## src/rtl/wire_use_arbiter_pkg.sv

```systemverilog
// Shared types and defaults for the wire_use arbiter: FSM state encoding,
// default parameters and the round-robin pointer advance.
package wire_use_arbiter_pkg;

    typedef enum logic [1:0] {
        StIdle   = 2'd0,
        StDrive  = 2'd1,
        StSample = 2'd2
    } state_e;

    localparam int unsigned DefNumReq  = 4;
    localparam int unsigned DefIdW     = 2;
    localparam int unsigned DefHoldCyc = 2;
    // Hold counter must cover HOLD_CYC-1 for the legal range 1..15.
    localparam int unsigned CntW       = 4;

    function automatic int unsigned wrap_inc(input int unsigned id, input int unsigned n);
        return (id + 1 >= n) ? 0 : id + 1;
    endfunction

endpackage

```

## src/rtl/wire_use_arbiter_rr_picker.sv

```systemverilog
// Combinational round-robin select: first set request at or above ptr_i,
// wrapping around. Returns one-hot grant, encoded ID and an any-valid flag.
module wire_use_arbiter_rr_picker #(
    parameter int unsigned NUM_REQ = 4,
    parameter int unsigned ID_W    = 2
) (
    input  logic [NUM_REQ-1:0] req_i,
    input  logic [ID_W-1:0]    ptr_i,
    output logic [NUM_REQ-1:0] gnt_o,
    output logic [ID_W-1:0]    id_o,
    output logic               valid_o
);

    logic [NUM_REQ-1:0] rot;
    logic [ID_W:0]      sum;

    always_comb begin
        // Bit i of rot is request (ptr_i + i) mod NUM_REQ.
        rot     = NUM_REQ'({req_i, req_i} >> ptr_i);
        sum     = '0;
        id_o    = '0;
        valid_o = 1'b0;
        for (int i = 0; i < NUM_REQ; i++) begin
            if (!valid_o && rot[i]) begin
                valid_o = 1'b1;
                sum     = {1'b0, ptr_i} + (ID_W+1)'(i);
                if (sum >= (ID_W+1)'(NUM_REQ)) begin
                    sum = sum - (ID_W+1)'(NUM_REQ);
                end
                id_o = sum[ID_W-1:0];
            end
        end
        gnt_o = valid_o ? (NUM_REQ'(1) << id_o) : '0;
    end

endmodule

```

## src/rtl/wire_use_arbiter.sv

```systemverilog
// Round-robin arbiter sharing one external wire_use unit between NUM_REQ
// requesters: capture winner's {A,B,D}, hold HOLD_CYC cycles, return tagged E.
module wire_use_arbiter
    import wire_use_arbiter_pkg::*;
#(
    parameter int unsigned NUM_REQ  = DefNumReq,
    parameter int unsigned ID_W     = DefIdW,
    parameter int unsigned HOLD_CYC = DefHoldCyc
) (
    input  logic                 clk,
    input  logic                 rst_n,
    input  logic [NUM_REQ-1:0]   req_i,
    input  logic [3*NUM_REQ-1:0] abd_i,
    output logic [NUM_REQ-1:0]   gnt_o,
    output logic                 A_o,
    output logic                 B_o,
    output logic                 D_o,
    input  logic                 E_i,
    output logic                 rsp_valid_o,
    output logic [ID_W-1:0]      rsp_id_o,
    output logic                 rsp_e_o
);

    state_e             state_q;
    logic [ID_W-1:0]    ptr_q;
    logic [ID_W-1:0]    win_q;
    logic [CntW-1:0]    cnt_q;
    logic [NUM_REQ-1:0] gnt_q;
    logic [2:0]         abd_q;
    logic               rsp_valid_q;
    logic [ID_W-1:0]    rsp_id_q;
    logic               rsp_e_q;

    logic [NUM_REQ-1:0] pick_gnt;
    logic [ID_W-1:0]    pick_id;
    logic               pick_valid;
    logic [2:0]         pick_abd;

    wire_use_arbiter_rr_picker #(
        .NUM_REQ (NUM_REQ),
        .ID_W    (ID_W)
    ) u_picker (
        .req_i   (req_i),
        .ptr_i   (ptr_q),
        .gnt_o   (pick_gnt),
        .id_o    (pick_id),
        .valid_o (pick_valid)
    );

    always_comb begin
        pick_abd = '0;
        for (int k = 0; k < NUM_REQ; k++) begin
            if (pick_gnt[k]) begin
                pick_abd = abd_i[3*k +: 3];
            end
        end
    end

    always_ff @(posedge clk or negedge rst_n) begin
        if (!rst_n) begin
            state_q     <= StIdle;
            ptr_q       <= '0;
            win_q       <= '0;
            cnt_q       <= '0;
            gnt_q       <= '0;
            abd_q       <= '0;
            rsp_valid_q <= 1'b0;
            rsp_id_q    <= '0;
            rsp_e_q     <= 1'b0;
        end else begin
            gnt_q       <= '0;
            rsp_valid_q <= 1'b0;
            case (state_q)
                StIdle: begin
                    if (pick_valid) begin
                        abd_q   <= pick_abd;
                        gnt_q   <= pick_gnt;
                        win_q   <= pick_id;
                        cnt_q   <= CntW'(HOLD_CYC - 1);
                        state_q <= StDrive;
                    end
                end
                StDrive: begin
                    if (cnt_q == '0) begin
                        state_q <= StSample;
                    end else begin
                        cnt_q <= cnt_q - 1'b1;
                    end
                end
                StSample: begin
                    rsp_e_q     <= E_i;
                    rsp_id_q    <= win_q;
                    rsp_valid_q <= 1'b1;
                    // Just-served requester drops to lowest priority.
                    ptr_q       <= ID_W'(wrap_inc(32'(win_q), NUM_REQ));
                    state_q     <= StIdle;
                end
                default: state_q <= StIdle;
            endcase
        end
    end

    assign gnt_o       = gnt_q;
    assign A_o         = abd_q[2];
    assign B_o         = abd_q[1];
    assign D_o         = abd_q[0];
    assign rsp_valid_o = rsp_valid_q;
    assign rsp_id_o    = rsp_id_q;
    assign rsp_e_o     = rsp_e_q;

endmodule

```

## config.mk

```make
export PLATFORM = sky130hd
export DESIGN_NAME = wire_use_arbiter
export DESIGN_NICKNAME = d
export VERILOG_FILES = /design/src/rtl/wire_use_arbiter_pkg.sv /design/src/rtl/wire_use_arbiter_rr_picker.sv /design/src/rtl/wire_use_arbiter.sv
export SDC_FILE = /design/constraint.sdc
export NUM_CORES = 1
export LEC_CHECK = 0
export BUFFER_PORTS_ARGS = -buffer_cell sky130_fd_sc_hd__buf_4
export CORE_UTILIZATION = 50
export CTS_CLUSTER_SIZE = 16
export DETAILED_ROUTE_END_ITERATION = 16
export HOLD_SLACK_MARGIN = 0.06
export PLACE_DENSITY = 0.79
export SLEW_MARGIN = 20
export SYNTH_ARGS = -nofsm -noshare
export SYNTH_HDL_FRONTEND = slang
export SYNTH_SLANG_ARGS = --single-unit
```

## constraint.sdc

```tcl
create_clock -name clk -period 1.8 [get_ports clk]
set_input_delay 0.27 -clock clk [delete_from_list [all_inputs] [get_ports clk]]
set_output_delay 0.27 -clock clk [all_outputs]
set_load 0.01 [all_outputs]
```

==> impl_metrics.ini <==
[worst_setup_path]
regToRegSetupSlack_ps = 210
category_of_the_worst_setup_path_launch_point = register
crit_path_end_kind = register
worst-endpoint-arrival_ps = 1760
critical_path_class = reg -> reg
critPathRequiredTime_ps = 1970
cp_max_fo = 8

[yosys]
edff_count_synth = 0
synth-compound-area-share = 0.147
yosys.area_share.xor_xnor = 0.00819
synth.area.mux_share = 0.0795
synth_top_family_by_area = simple AND/OR/NAND/NOR gates
synth_sequential_area_ratio = 0.491
synth.lib_cells_used.distinct = 33
average_size_of_a_mapped_cell_um2 = 10.9
mappedNetlistNets = 120
synth_simple_gate_area_frac = 0.204
synth.ff_latch_count = 21
synth-main-ff-cell = dfrtp_1
ys_async_sr_fraction = 1.00
yosys_warnings = 0
cell_area_after_synthesis_mm2 = 0.00107
yosys.area_share.adder = 0.0351
synthCells = 98

[power]
worst_ir_drop_vdd_mv = 0.820
power.net_switching_uw = 805
pwr_density_cell_mw_per_mm2 = 1500
power_frac_comb = 0.477
power.share.clock = 0.115
register_share_of_total_power = 0.408
power.internal_mw = 1.22
switching_share = 0.398
power.leakage_nw = 0.649

[global_routing]
grt_pass1_wl_um = 2950
grt_antenna_before_repair = 0
grtUsageTotal = 0.189
grt_max_degree = 22
leftover_overflow_at_the_end_of_global_routing = 0
grt_pass1_vias = 670

[route]
ant_nets = 0
detailroute.via_count = 828
drc_errors = 0
detail_route.vias_per_cell = 5.27
finalWirelength_um = 2080
wire_per_inst_um = 13.3
initialDrtViolationCount = 9
detail_route.first_pass.iterations = 4

[place]
globalplace.congestion = 0.745
io_buffer_count = 29
placed_wire_length_estimate_after_detailed_placement_um = 1600
dpl_worst_slack_ps = 97.3

[clock_tree]
tritoncts.num_buffers = 3
cts_buffer_depth = 2
clock_sink_total = 21
tritoncts = built
cts.root.buffer_cell = clkbuf_4
clock_latency_ps = 300
htreeDepth = 1
worst_setup_hold_path_clk_slew_ps = 120

[sta]
totalNegativeSetupSlack_ps = 0
finalCritPeriodShare = 0.882
setup_slack_ps = 213
grt_setup_unrepaired = false
hold_violations = 0
fin_worst_skew_ps = 1.58
relSlewSlack = 0.653
timing.final.setup_violations = 0
maxClockFrequency_mhz = 630
worstMarginPinSlew_ps = 516
drv_slew = 0
fin_crit_ps = 1590

[floorplanning]
num_io_pins = 30
placeableCoreArea_mm2 = 0.00198
rows = 16
floorplan.initialDensity = 0.540
chipWidth_um = 48.3
die-area_mm2 = 0.00233
fp.dieH_um = 48.3

[finish]
nets = 153
combined_flip_flop_and_latch_cell_area_um2 = 527
fillers = 164
final_common_cell = buf_4
highest_count_cells_in_the_layout_ignoring_fill_and_taps = buf_4, dfrtp_1, nor2_1, nand2_1, nand2b_1
n_antenna_cell = 0
multi_input_gate_area_um2 = 512
drive_gt1_frac = 0.354
area_delta_synth_final_pct = 26.1

[outcome]
status = complete, no violations

[job]
cap_viol_max_count = 0

[worst_hold_path]
worst_hold_path_type = in -> reg
==> repair_timing <==
item / in CTS / in global routing
hold buffers: 1 / 0
buffers inserted: 0 / 0
setup endpoints to repair: 0 / 2
endpoints found under the hold margin: 21 / 0
resized for setup: 0 / 2
==> Yosys cell counts (2+ instances only) <==
| master | number | share of area |
|---|---|---|
| a21oi_1 | 5 | 0.023 |
| a221oi_2 | 2 | 0.028 |
| buf_6 | 2 | 0.021 |
| dfrtp_1 | 21 | 0.49 |
| ha_1 | 3 | 0.035 |
| inv_1 | 3 | 0.011 |
| mux2_1 | 3 | 0.032 |
| mux2i_1 | 4 | 0.037 |
| nand2_1 | 8 | 0.028 |
| nand2b_1 | 6 | 0.035 |
| nor2_1 | 14 | 0.049 |
| nor2b_1 | 2 | 0.012 |
| nor3_2 | 2 | 0.019 |
| nor4_2 | 2 | 0.023 |
| o22ai_1 | 2 | 0.012 |
| o31ai_1 | 2 | 0.014 |
==> worst paths after layout <==
kind                            cells past startpoint       end  startpoint
worst max-delay path                                5  abd_q[0]    ptr_q[1]
worst min-delay path                                2   rsp_e_o         E_i
worst max register to register                      5  abd_q[0]    ptr_q[1]
worst min register to register                      1  cnt_q[0]    cnt_q[0]
max in group asynchronous                           2  ptr_q[1]       rst_n
min in group asynchronous                           2  cnt_q[2]       rst_n
==> power groups by stage <==
stage	Clock [mW]	Sequential, mW	Combinational (mW)
CTS	0.239	0.822	0.968
global route	0.255	0.859	1.08
floorplan	0	0.831	0.660
detailed placement	0	0.834	0.963
global placement	0	0.827	0.944
finish	0.232	0.825	0.965
==> per-layer routing <==
| layer | global-route usage | part of all wire |
|---|---|---|
| met5 | 0 | 0 |
| met4 | 0.0833 | 0.0091 |
| met3 | 0.0222 | 0.028 |
| met2 | 0.304 | 0.50 |
| met1 | 0.258 | 0.46 |
==> sequential cells by signal, summed over array words and instances (netlist names) <==
name and cells:
state_q 2, rsp_valid_o 1, abd_q 3, rsp_id_o 2, cnt_q 4, ptr_q 2, gnt_o 4, win_q 2
rsp_e_o 1
==> critical path, cell delays in order, from the launching register on <==
cell	delay [ps]
dfrtp_2	460
mux2i_1	210
o22ai_1	140
o21bai_2	250
a221oi_1	330
a211oi_2	60
==> metrics by stage <==
step / power (mW) / cells / hold slack (ps) / instance area, µm² / util
3_5_place_dp: 1.80 / 152 / 169 / 1300 / 0.657
4_1_cts: 2.03 / 157 / 172 / 1340 / 0.677
5_1_grt: 2.19 / 157 / 173 / 1350 / 0.681
2_1_floorplan: 1.49 / 98 / -25.6 / 1070 / -
3_3_place_gp: 1.77 / 152 / 164 / 1300 / 0.657
6_report: 2.02 / 157 / 176 / 1350 / 0.681
==> cell families after synthesis <==
family / after synthesis
AND/OR/NAND/NOR: 40
flip-flops: 21
AO/OA/AOI/OAI: 19
multiplexers: 8
buffers and inverters: 6
adder cells (fa/ha/maj): 3
XOR/XNOR: 1
==> cell type report <==
type,instances,area share
tap,27,0.0250
inverter,3,0.00835
sequential,21,0.391
clock inverter,1,0.00557
clock buffer,3,0.0167
timing repair buffer,31,0.174
multi-input combinational,71,0.379
(Power assumes the default switching activity.)
